[config.mk]
export PLATFORM = sky130hd
export DESIGN_NAME = fifo_wr_arb
export DESIGN_NICKNAME = d
export VERILOG_FILES = /design/src/rtl/fifo_arb_pkg.sv /design/src/rtl/rr_pick.sv /design/src/rtl/fifo_wr_arb.sv
export SDC_FILE = /design/constraint.sdc
export NUM_CORES = 1
export LEC_CHECK = 0
export CAP_MARGIN = 20
export CORE_MARGIN = 2
export CORE_UTILIZATION = 37
export CTS_CLUSTER_SIZE = 8
export DETAILED_ROUTE_END_ITERATION = 12
export PLACE_DENSITY_LB_ADDON = 0.15
export SKIP_CTS_REPAIR_TIMING = 1
export SLEW_MARGIN = 0
export SYNTH_ARGS = -nofsm -noshare
export SYNTH_HDL_FRONTEND = slang
export SYNTH_SLANG_ARGS = --single-unit
[constraint.sdc]
create_clock -name wclk -period 2.8 [get_ports wclk]
set_input_delay 0.56 -clock wclk [delete_from_list [all_inputs] [get_ports wclk]]
set_output_delay 0.56 -clock wclk [all_outputs]
set_load 0.005 [all_outputs]
[src/rtl/fifo_arb_pkg.sv]
// Shared definitions for the FIFO write arbiter: FSM state encoding and a
// constant-width helper used to size counters and pointers.
package fifo_arb_pkg;

    typedef enum logic {
        ST_IDLE = 1'b0,
        ST_OWN  = 1'b1
    } arb_state_e;

    function automatic int clog2(input int value);
        int w;
        w = 0;
        for (int i = 0; i < 31; i++) begin
            if ((1 << i) < value) begin
                w = i + 1;
            end
        end
        return w;
    endfunction

endpackage

[src/rtl/rr_pick.sv]
// Rotating-priority search: first set request at or above ptr, wrapping
// modulo NREQ. Purely combinational.
module rr_pick #(
    parameter int NREQ = 4,
    parameter int PW   = 2
) (
    input  logic [NREQ-1:0] req,
    input  logic [PW-1:0]   ptr,
    output logic [NREQ-1:0] pick,
    output logic            valid
);

    logic [PW-1:0] idx;

    always_comb begin
        pick  = '0;
        valid = 1'b0;
        idx   = '0;
        for (int k = 0; k < NREQ; k++) begin
            idx = PW'((int'(ptr) + k) % NREQ);
            if (!valid && req[idx]) begin
                pick[idx] = 1'b1;
                valid     = 1'b1;
            end
        end
    end

endmodule

[src/rtl/fifo_wr_arb.sv]
// Round-robin burst arbiter feeding one FIFO write port from NREQ requesters.
// Optional stall counter output enabled by FIFO_WR_ARB_STALL_CNT_EN.
//
//   state | meaning
//   IDLE  | no owner; gnt = 0; pick next requester from ptr
//   OWN   | one requester owns the port until BURST words or req drops
module fifo_wr_arb
    import fifo_arb_pkg::*;
#(
    parameter int NREQ  = 4,
    parameter int DSIZE = 8,
    parameter int BURST = 4
) (
    input  logic                  wclk,
    input  logic                  wrst,
    input  logic [NREQ-1:0]       req,
    input  logic [NREQ*DSIZE-1:0] wdata_in,
    output logic [NREQ-1:0]       gnt,
    output logic [NREQ-1:0]       ack,
    input  logic                  wfull,
    output logic                  winc,
    output logic [DSIZE-1:0]      wdata,
    output logic                  busy
`ifdef FIFO_WR_ARB_STALL_CNT_EN
    ,
    output logic [15:0]           stall_cnt
`endif
);

    localparam int PW = clog2(NREQ);
    localparam int BW = clog2(BURST + 1);
    localparam logic [BW-1:0] BURST_C = BW'(BURST);
    localparam logic [PW-1:0] LAST_IDX = PW'(NREQ - 1);

    arb_state_e      state_q;
    logic [NREQ-1:0] gnt_q;
    logic [BW-1:0]   beat_q;
    logic [PW-1:0]   ptr_q;
    logic [PW-1:0]   owner_q;

    logic [NREQ-1:0] pick;
    logic            pick_valid;
    logic [PW-1:0]   pick_idx;
    logic [PW-1:0]   ptr_d;
    logic [BW-1:0]   beat_d;
    logic            owner_req;
    logic            accept;

    rr_pick #(
        .NREQ (NREQ),
        .PW   (PW)
    ) u_rr_pick (
        .req   (req),
        .ptr   (ptr_q),
        .pick  (pick),
        .valid (pick_valid)
    );

    always_comb begin
        pick_idx = '0;
        for (int i = 0; i < NREQ; i++) begin
            if (pick[i]) begin
                pick_idx = PW'(i);
            end
        end
    end

    // gnt is zero outside OWN, so ack/wdata need no separate state qualifier
    assign ack       = gnt_q & req & {NREQ{~wfull}};
    assign winc      = |ack;
    assign accept    = winc;
    assign owner_req = |(gnt_q & req);
    assign beat_d    = beat_q + 1'b1;
    assign ptr_d     = (owner_q == LAST_IDX) ? '0 : owner_q + 1'b1;
    assign gnt       = gnt_q;
    assign busy      = (state_q == ST_OWN);

    always_comb begin
        wdata = '0;
        for (int i = 0; i < NREQ; i++) begin
            if (gnt_q[i]) begin
                wdata = wdata_in[i*DSIZE +: DSIZE];
            end
        end
    end

    always_ff @(posedge wclk) begin
        if (wrst) begin
            state_q <= ST_IDLE;
            gnt_q   <= '0;
            beat_q  <= '0;
            ptr_q   <= '0;
            owner_q <= '0;
        end else begin
            case (state_q)
                ST_IDLE: begin
                    if (pick_valid) begin
                        state_q <= ST_OWN;
                        gnt_q   <= pick;
                        owner_q <= pick_idx;
                        beat_q  <= '0;
                    end
                end
                ST_OWN: begin
                    if (!owner_req || (accept && beat_d == BURST_C)) begin
                        state_q <= ST_IDLE;
                        gnt_q   <= '0;
                        beat_q  <= '0;
                        ptr_q   <= ptr_d;
                    end else if (accept) begin
                        beat_q <= beat_d;
                    end
                end
                default: begin
                    state_q <= ST_IDLE;
                    gnt_q   <= '0;
                end
            endcase
        end
    end

`ifdef FIFO_WR_ARB_STALL_CNT_EN
    logic [15:0] stall_q;
    logic [15:0] stall_d;

    always_comb begin
        stall_d = stall_q;
        if (state_q == ST_OWN && owner_req && wfull && stall_q != 16'hFFFF) begin
            stall_d = stall_q + 16'd1;
        end
    end

    always_ff @(posedge wclk) begin
        if (wrst) begin
            stall_q <= '0;
        end else begin
            stall_q <= stall_d;
        end
    end

    assign stall_cnt = stall_q;
`endif

endmodule

==> run_results.csv, run 1 <==
group,metric,value,unit
place,place.gp.congestion,0.986,
grt,grt_usage,20.6,%
critical_path,cp.buffers_inverters,2,
critical_path,crit_family,"buffers and inverters",
grt,grt_pass1_vias,1234,
sta,tightest_slew,528,ps
sta,relSlewSlack,64.6,%
critical_path,cp.depth,5,
synth,postSynthAreaPerCell,7.38,um2
synth,synth_top_family_by_area,"compound AO/OA/AOI/OAI gates",
place,numPortBuffers,56,
clocking,clock_latency,270,ps
place,post-place-ws,124,ps
synth,synthSimpleGateAreaFrac,22.6,%
sta,max_freq,378,MHz
synth,synthAdderAreaFrac,9.47,%
worst_hold_path,hold_path_class,"flop to flop",
place,place_area,1780,um2
clocking,cts_tree,"done",
route,totalWireLength,3530,um
layout,fillers,290,
route,postRouteAntennaNets,0,
power_and_ir_drop,power.density,448,nW/um2
synth,synthCells,161,
sta,period_needed,2650,ps
critical_path,reg2reg_slack,460,ps
sta,rsz0062_at_grt,"no",
grt,grt_first_pass_wirelength,5770,um
grt,antenna_found_initial,0,
clocking,cts_root_buf,"clkbuf_4",
layout,finalNetCount,264,
sta,fin_tns_setup,0,ps
route,drt_iter0_drc,34,
floorplan,start_util,38.9,%
place,dpl.hpwl,2860,um
sta,slew_violations,0,
sta,worst_slack,154,ps
grt,grt_max_degree,18,
power_and_ir_drop,cellLeakagePower,0.684,nW
critical_path,required,2240,ps
route,via_per_inst,5.19,
clocking,cts_max_level,1,
floorplan,std_cell_rows,20,
clocking,clock_sinks,12,
critical_path,r2r_cells,7,
critical_path,crit_chain,"clkdlybuf4s50_1 > a22o_1 > nor2_1 > nor2_1 > clkdlybuf4s50_1",
layout,final_area,1820,um2
critical_path,rr_startpoint,"ptr_q[0]",
critical_path,slowest_stage,"clkdlybuf4s50_1",
route,route.detailed.drc,0,
critical_path,rr_endpoint,"owner_q[1]",
sta,min_period_over_period,94.5,%
synth,ys_seq_area_share,20.2,%
layout,layout_common_cells,"56 x clkdlybuf4s50_1, 24 x nand2_1, 21 x a21oi_1",
clocking,cts_buffers,3,
critical_path,worstSetupEndpointType,"primary output",
synth,yosysWarnings,0,
layout,final_common_cell,"clkdlybuf4s50_1",
clocking,path_clk_slew,70,ps
critical_path,max_stage_delay,630,ps
route,vias,1343,
floorplan,fp.dieW,60.7,um
job,cap_violations,0,
synth,syn-num-nets,209,
route,drtPass1Iterations,4,
power_and_ir_drop,worst_ir_drop_vdd,0.000179,V
synth,synth_compound_area_share,33.8,%
critical_path,cp_max_fo,9,
critical_path,critPathCapture,"winc",
critical_path,cp_data_arrival_time,2090,ps
layout,drive_above_1_share,9.77,%
synth,muxShareOfSynthArea,6.53,%
synth,syn_area,1190,um2
floorplan,fp.dieArea,3680,um2
critical_path,startpoint,"req[2]",
floorplan,pin_count,57,
layout,area_delta_synth_final,53.4,%
layout,utilization,59.7,%
synth,synth_cell_types,35,
critical_path,cp-start-kind,"primary input",
floorplan,dieHeight,60.7,um
status,outcome,"completed",
floorplan,core_area,3050,um2
layout,antennaDiodeCount,0,
route,wire_per_inst,13.6,um
synth,synth_seq_cells,12,
sta,fin_worst_skew,0.850,ps
sta,setup_viol,0,
critical_path,crit_type,"primary input to primary output",
sta,finalHoldViolCount,0,
synth,synthXorXnorAreaFrac,0,%
grt,grt_overflow,0,
clocking,clk_path_buf_depth,2,
==> synthesized netlist by cell type, drive strengths merged <==
master / number / area share, %
a22o: 2 / 1.6
buf: 3 / 2.3
inv: 8 / 2.5
a211oi: 3 / 2.3
a211o: 1 / 0.74
o21bai: 1 / 0.63
a22oi: 10 / 6.3
o221ai: 1 / 0.74
a311oi: 1 / 0.74
nor2b: 2 / 1.1
nand3b: 1 / 0.63
o22ai: 1 / 0.53
ha: 9 / 9.5
nor3b: 1 / 0.63
nand2: 24 / 7.6
o21ai: 14 / 5.9
or3b: 4 / 2.9
dfxtp: 12 / 20
mux4: 3 / 5.7
clkbuf: 8 / 2.5
mux2i: 1 / 0.84
and3b: 1 / 0.74
or3: 3 / 1.6
nor2: 17 / 5.4
a2111o: 1 / 0.95
a2111oi: 1 / 2.3
nor3: 4 / 2.1
a21oi: 24 / 11
==> metrics by stage <==
step           total power, W  cells  hold WS [ps]
6_report             0.000816    259           452
5_1_grt              0.000882    259           486
4_1_cts              0.000817    259           459
3_5_place_dp         0.000679    255           447
3_3_place_gp         0.000667    255           441
2_1_floorplan        0.000472    161           432
==> layout make-up <==
class / count / area (um2) / area share, %
Timing Repair Buffer: 61 / 598 / 32.8
Multi-Input combinational cell: 130 / 863 / 47.4
Sequential cell: 12 / 240 / 13.2
Inverter: 8 / 30.0 / 1.65
Clock buffer: 4 / 36.3 / 1.99
Tap cell: 44 / 55.1 / 3.02
==> per-layer routing <==
layer / global-route usage [%] / vias to the layer above / routed length [um]
met5: 0 / - / 0
met4: 5.90 / 0 / 36
met3: 2.77 / 5 / 96
met2: 35.0 / 30 / 1680
met1: 27.3 / 616 / 1720
li1: - / 692 / -
==> worst min-delay path by stage <==
| stage | from | to | cells after the start |
|---|---|---|---|
| 6_report | beat_q[2] | beat_q[2] | 2 |
| 5_1_grt | beat_q[1] | beat_q[1] | 2 |
| 4_1_cts | beat_q[2] | beat_q[2] | 2 |
| 3_5_place_dp | beat_q[2] | beat_q[2] | 2 |
| 3_3_place_gp | beat_q[2] | beat_q[2] | 2 |
| 2_1_floorplan | beat_q[2] | beat_q[2] | 2 |
==> logic make-up (layout without fill, tap and decap cells) <==
| family | count (synthesis) | in the layout |
|---|---|---|
| AO/OA/AOI/OAI | 60 | 60 |
| adder cells (fa/ha/maj) | 9 | 9 |
| AND/OR/NAND/NOR | 57 | 57 |
| buffers and inverters | 19 | 73 |
| multiplexers | 4 | 4 |
| flip-flops | 12 | 12 |
==> power by group <==
group | leakage [nW] | internal (W) | switching, W
sequential | 0.0987 | 0.000194 | 0.0000191
clock | 0.0210 | 0.0000791 | 0.0000588
combinational | 0.564 | 0.000246 | 0.000220
==> registers in the layout, indices dropped and copies added, names as in the netlist <==
| name | flops |
|---|---|
| ptr_q | 2 |
| gnt | 4 |
| beat_q | 3 |
| busy | 1 |
| owner_q | 2 |
==> tightest hold or removal path, delay by kind of cell (launching register included) <==
kind | cells | cell delay, ps
compound gates | 1 | 50
flops | 1 | 310
simple gates | 1 | 50
(Power assumes the default switching activity.)
==> run 2: changes to the inputs <==
--- a/config.mk
+++ b/config.mk
@@ -12,6 +12,7 @@
 export DETAILED_ROUTE_END_ITERATION = 12
 export PLACE_DENSITY_LB_ADDON = 0.15
 export SKIP_CTS_REPAIR_TIMING = 1
+export SKIP_LAST_GASP = 1
 export SLEW_MARGIN = 0
 export SYNTH_ARGS = -nofsm -noshare
 export SYNTH_HDL_FRONTEND = slang
==> constraint.sdc (replaced) <==
create_clock -name wclk -period 3.2 [get_ports wclk]
set_input_delay 0.64 -clock wclk [delete_from_list [all_inputs] [get_ports wclk]]
set_output_delay 0.64 -clock wclk [all_outputs]
set_load 0.005 [all_outputs]
==> run 2 against run 1 <==
- final cell count decreased by 0.77%
- hold slack improved by 8.8 ps
- largest cell class unchanged
- flip-flop and latch count unchanged
- clock power decreased by 12%
- sequential power decreased by 8%
- critical path depth increased by 1
- combinational power decreased by 17%
- utilization decreased by 0.57 points
- power decreased by 14%
- critical endpoint is now wdata[6]
- clock-buffer cell count unchanged
- global-route usage decreased by 0.26 points
==> run_results.csv, run 2 (same netlist as run 1, synthesis figures left out) <==
group,metric,value,unit
status,outcome,"completed",
sta,relSlewSlack,64.3,%
job,cap_violations,0,
clocking,clock_sinks,12,
critical_path,cp_max_fo,13,
layout,fillers,308,
critical_path,crit_type,"flop to primary output",
sta,fin_tns_setup,0,ps
grt,grt_first_pass_wirelength,5730,um
route,drt_iter0_drc,62,
route,wire_per_inst,13.6,um
floorplan,core_area,3050,um2
sta,tightest_slew,535,ps
clocking,cts_tree,"done",
route,route.detailed.drc,0,
sta,fin_worst_skew,2.93,ps
power_and_ir_drop,p_seq_share,27.9,%
grt,grt_max_degree,21,
sta,period_needed,2880,ps
floorplan,fp.dieW,60.7,um
power_and_ir_drop,power.share.clock,17.2,%
clocking,path_clk_slew,80,ps
place,place_area,1770,um2
power_and_ir_drop,power.density,391,nW/um2
power_and_ir_drop,power.internal,0.000447,W
layout,final_common_cell,"clkdlybuf4s50_1",
layout,final_area,1810,um2
layout,antennaDiodeCount,0,
critical_path,cp-start-kind,"flop",
place,place.gp.congestion,0.928,
power_and_ir_drop,worst_ir_drop_vdd,0.000152,V
power_and_ir_drop,comb_power_share,54.9,%
grt,antenna_found_initial,0,
clocking,cts_root_buf,"clkbuf_4",
clocking,clock_latency,270,ps
route,postRouteAntennaNets,0,
floorplan,pin_count,57,
floorplan,dieHeight,60.7,um
layout,finalNetCount,262,
power_and_ir_drop,switchingPower,0.000259,W
route,via_per_inst,5.19,
critical_path,cp_data_arrival_time,2240,ps
critical_path,required,2560,ps
route,vias,1335,
layout,layout_common_cells,"56 x clkdlybuf4s50_1, 24 x nand2_1, 21 x a21oi_1",
floorplan,fp.dieArea,3680,um2
grt,grt_overflow,0,
place,numPortBuffers,56,
layout,drive_above_1_share,8.45,%
route,drtPass1Iterations,4,
power_and_ir_drop,p_sw_share,36.6,%
layout,largest_reg_flops,4,
clocking,cts_max_level,1,
route,totalWireLength,3490,um
grt,grt_pass1_vias,1227,
sta,max_freq,347,MHz
sta,setup_viol,0,
sta,finalHoldViolCount,0,
floorplan,std_cell_rows,20,
floorplan,start_util,38.9,%
clocking,clk_path_buf_depth,2,
clocking,cts_buffers,3,
critical_path,worstSetupEndpointType,"primary output",
grt,grt_usage,20.3,%
sta,min_period_over_period,90.0,%
sta,rsz0062_at_grt,"no",
place,dpl.hpwl,2860,um
layout,area_delta_synth_final,51.9,%
sta,slew_violations,0,
worst_hold_path,hold_path_class,"flop to flop",
power_and_ir_drop,cellLeakagePower,0.673,nW
[run 2: power by group through the flow]
stage                     sequential [W]  clock (W)  combinational (W)
after global placement          0.000199          0           0.000379
after CTS                       0.000197   0.000125           0.000387
final                           0.000197   0.000122           0.000388
after global routing            0.000201   0.000132           0.000429
after detailed placement        0.000200          0           0.000386
after floorplan                 0.000189          0           0.000224
[run 2: metrics by stage]
| stage | hold slack, ps | std cells | utilization [%] | setup slack, ps | total power (W) |
|---|---|---|---|---|---|
| floorplan | 432 | 161 | - | 768 | 0.000413 |
| global placement | 439 | 253 | 58.0 | 419 | 0.000578 |
| detailed placement | 455 | 253 | 58.0 | 400 | 0.000586 |
| CTS | 466 | 257 | 59.1 | 333 | 0.000709 |
| global route | 502 | 257 | 59.1 | 68.2 | 0.000763 |
| finish | 461 | 257 | 59.1 | 319 | 0.000706 |
[run 2: worst paths after layout]
path / slack [ps] / startpoint / endpoint / cells past startpoint
worst max-delay path: 320 / gnt[1] / wdata[6] / 6
worst min-delay path: 460 / beat_q[2] / beat_q[2] / 2
worst max register to register: 670 / ptr_q[1] / owner_q[1] / 7
worst min register to register: 460 / beat_q[2] / beat_q[2] / 2
[run 2: area by class of cell]
| type | count | area [um2] | area share [%] |
|---|---|---|---|
| multi-input cells | 130 | 861 | 47.7 |
| repair buffers | 59 | 583 | 32.3 |
| flip-flops and latches | 12 | 240 | 13.3 |
| well taps | 44 | 55.1 | 3.05 |
| clock buffers | 4 | 36.3 | 2.01 |
| inverters | 8 | 30.0 | 1.66 |
[run 2: metal layers]
| layer | share of wire, % | wire, um | vias to the layer above | track usage, % |
|---|---|---|---|---|
| met2 | 46 | 1600 | 40 | 32.9 |
| met3 | 3.7 | 128 | 6 | 2.13 |
| li1 | - | - | 689 | - |
| met5 | 0 | 0 | - | 0 |
| met4 | 1.3 | 45 | 0 | 5.59 |
| met1 | 49 | 1710 | 600 | 28.9 |
[run 2: critical path, cell delays in order (launching register included)]
cell and delay, ps:
dfxtp_1 440, nor2b_1 490, a22oi_1 140, nor2_1 160, a21oi_1 70, o21ai_0 140, clkdlybuf4s50_1 520
==> run 3: changes to the inputs <==
--- a/config.mk
+++ b/config.mk
@@ -5,9 +5,9 @@
 export SDC_FILE = /design/constraint.sdc
 export NUM_CORES = 1
 export LEC_CHECK = 0
-export CAP_MARGIN = 20
 export CORE_MARGIN = 2
 export CORE_UTILIZATION = 37
+export CTS_CLUSTER_DIAMETER = 60
 export CTS_CLUSTER_SIZE = 8
 export DETAILED_ROUTE_END_ITERATION = 12
 export PLACE_DENSITY_LB_ADDON = 0.15
==> results of run 3 <==
Same layout as run 2: the final DEF is identical, and so are final timing and power.
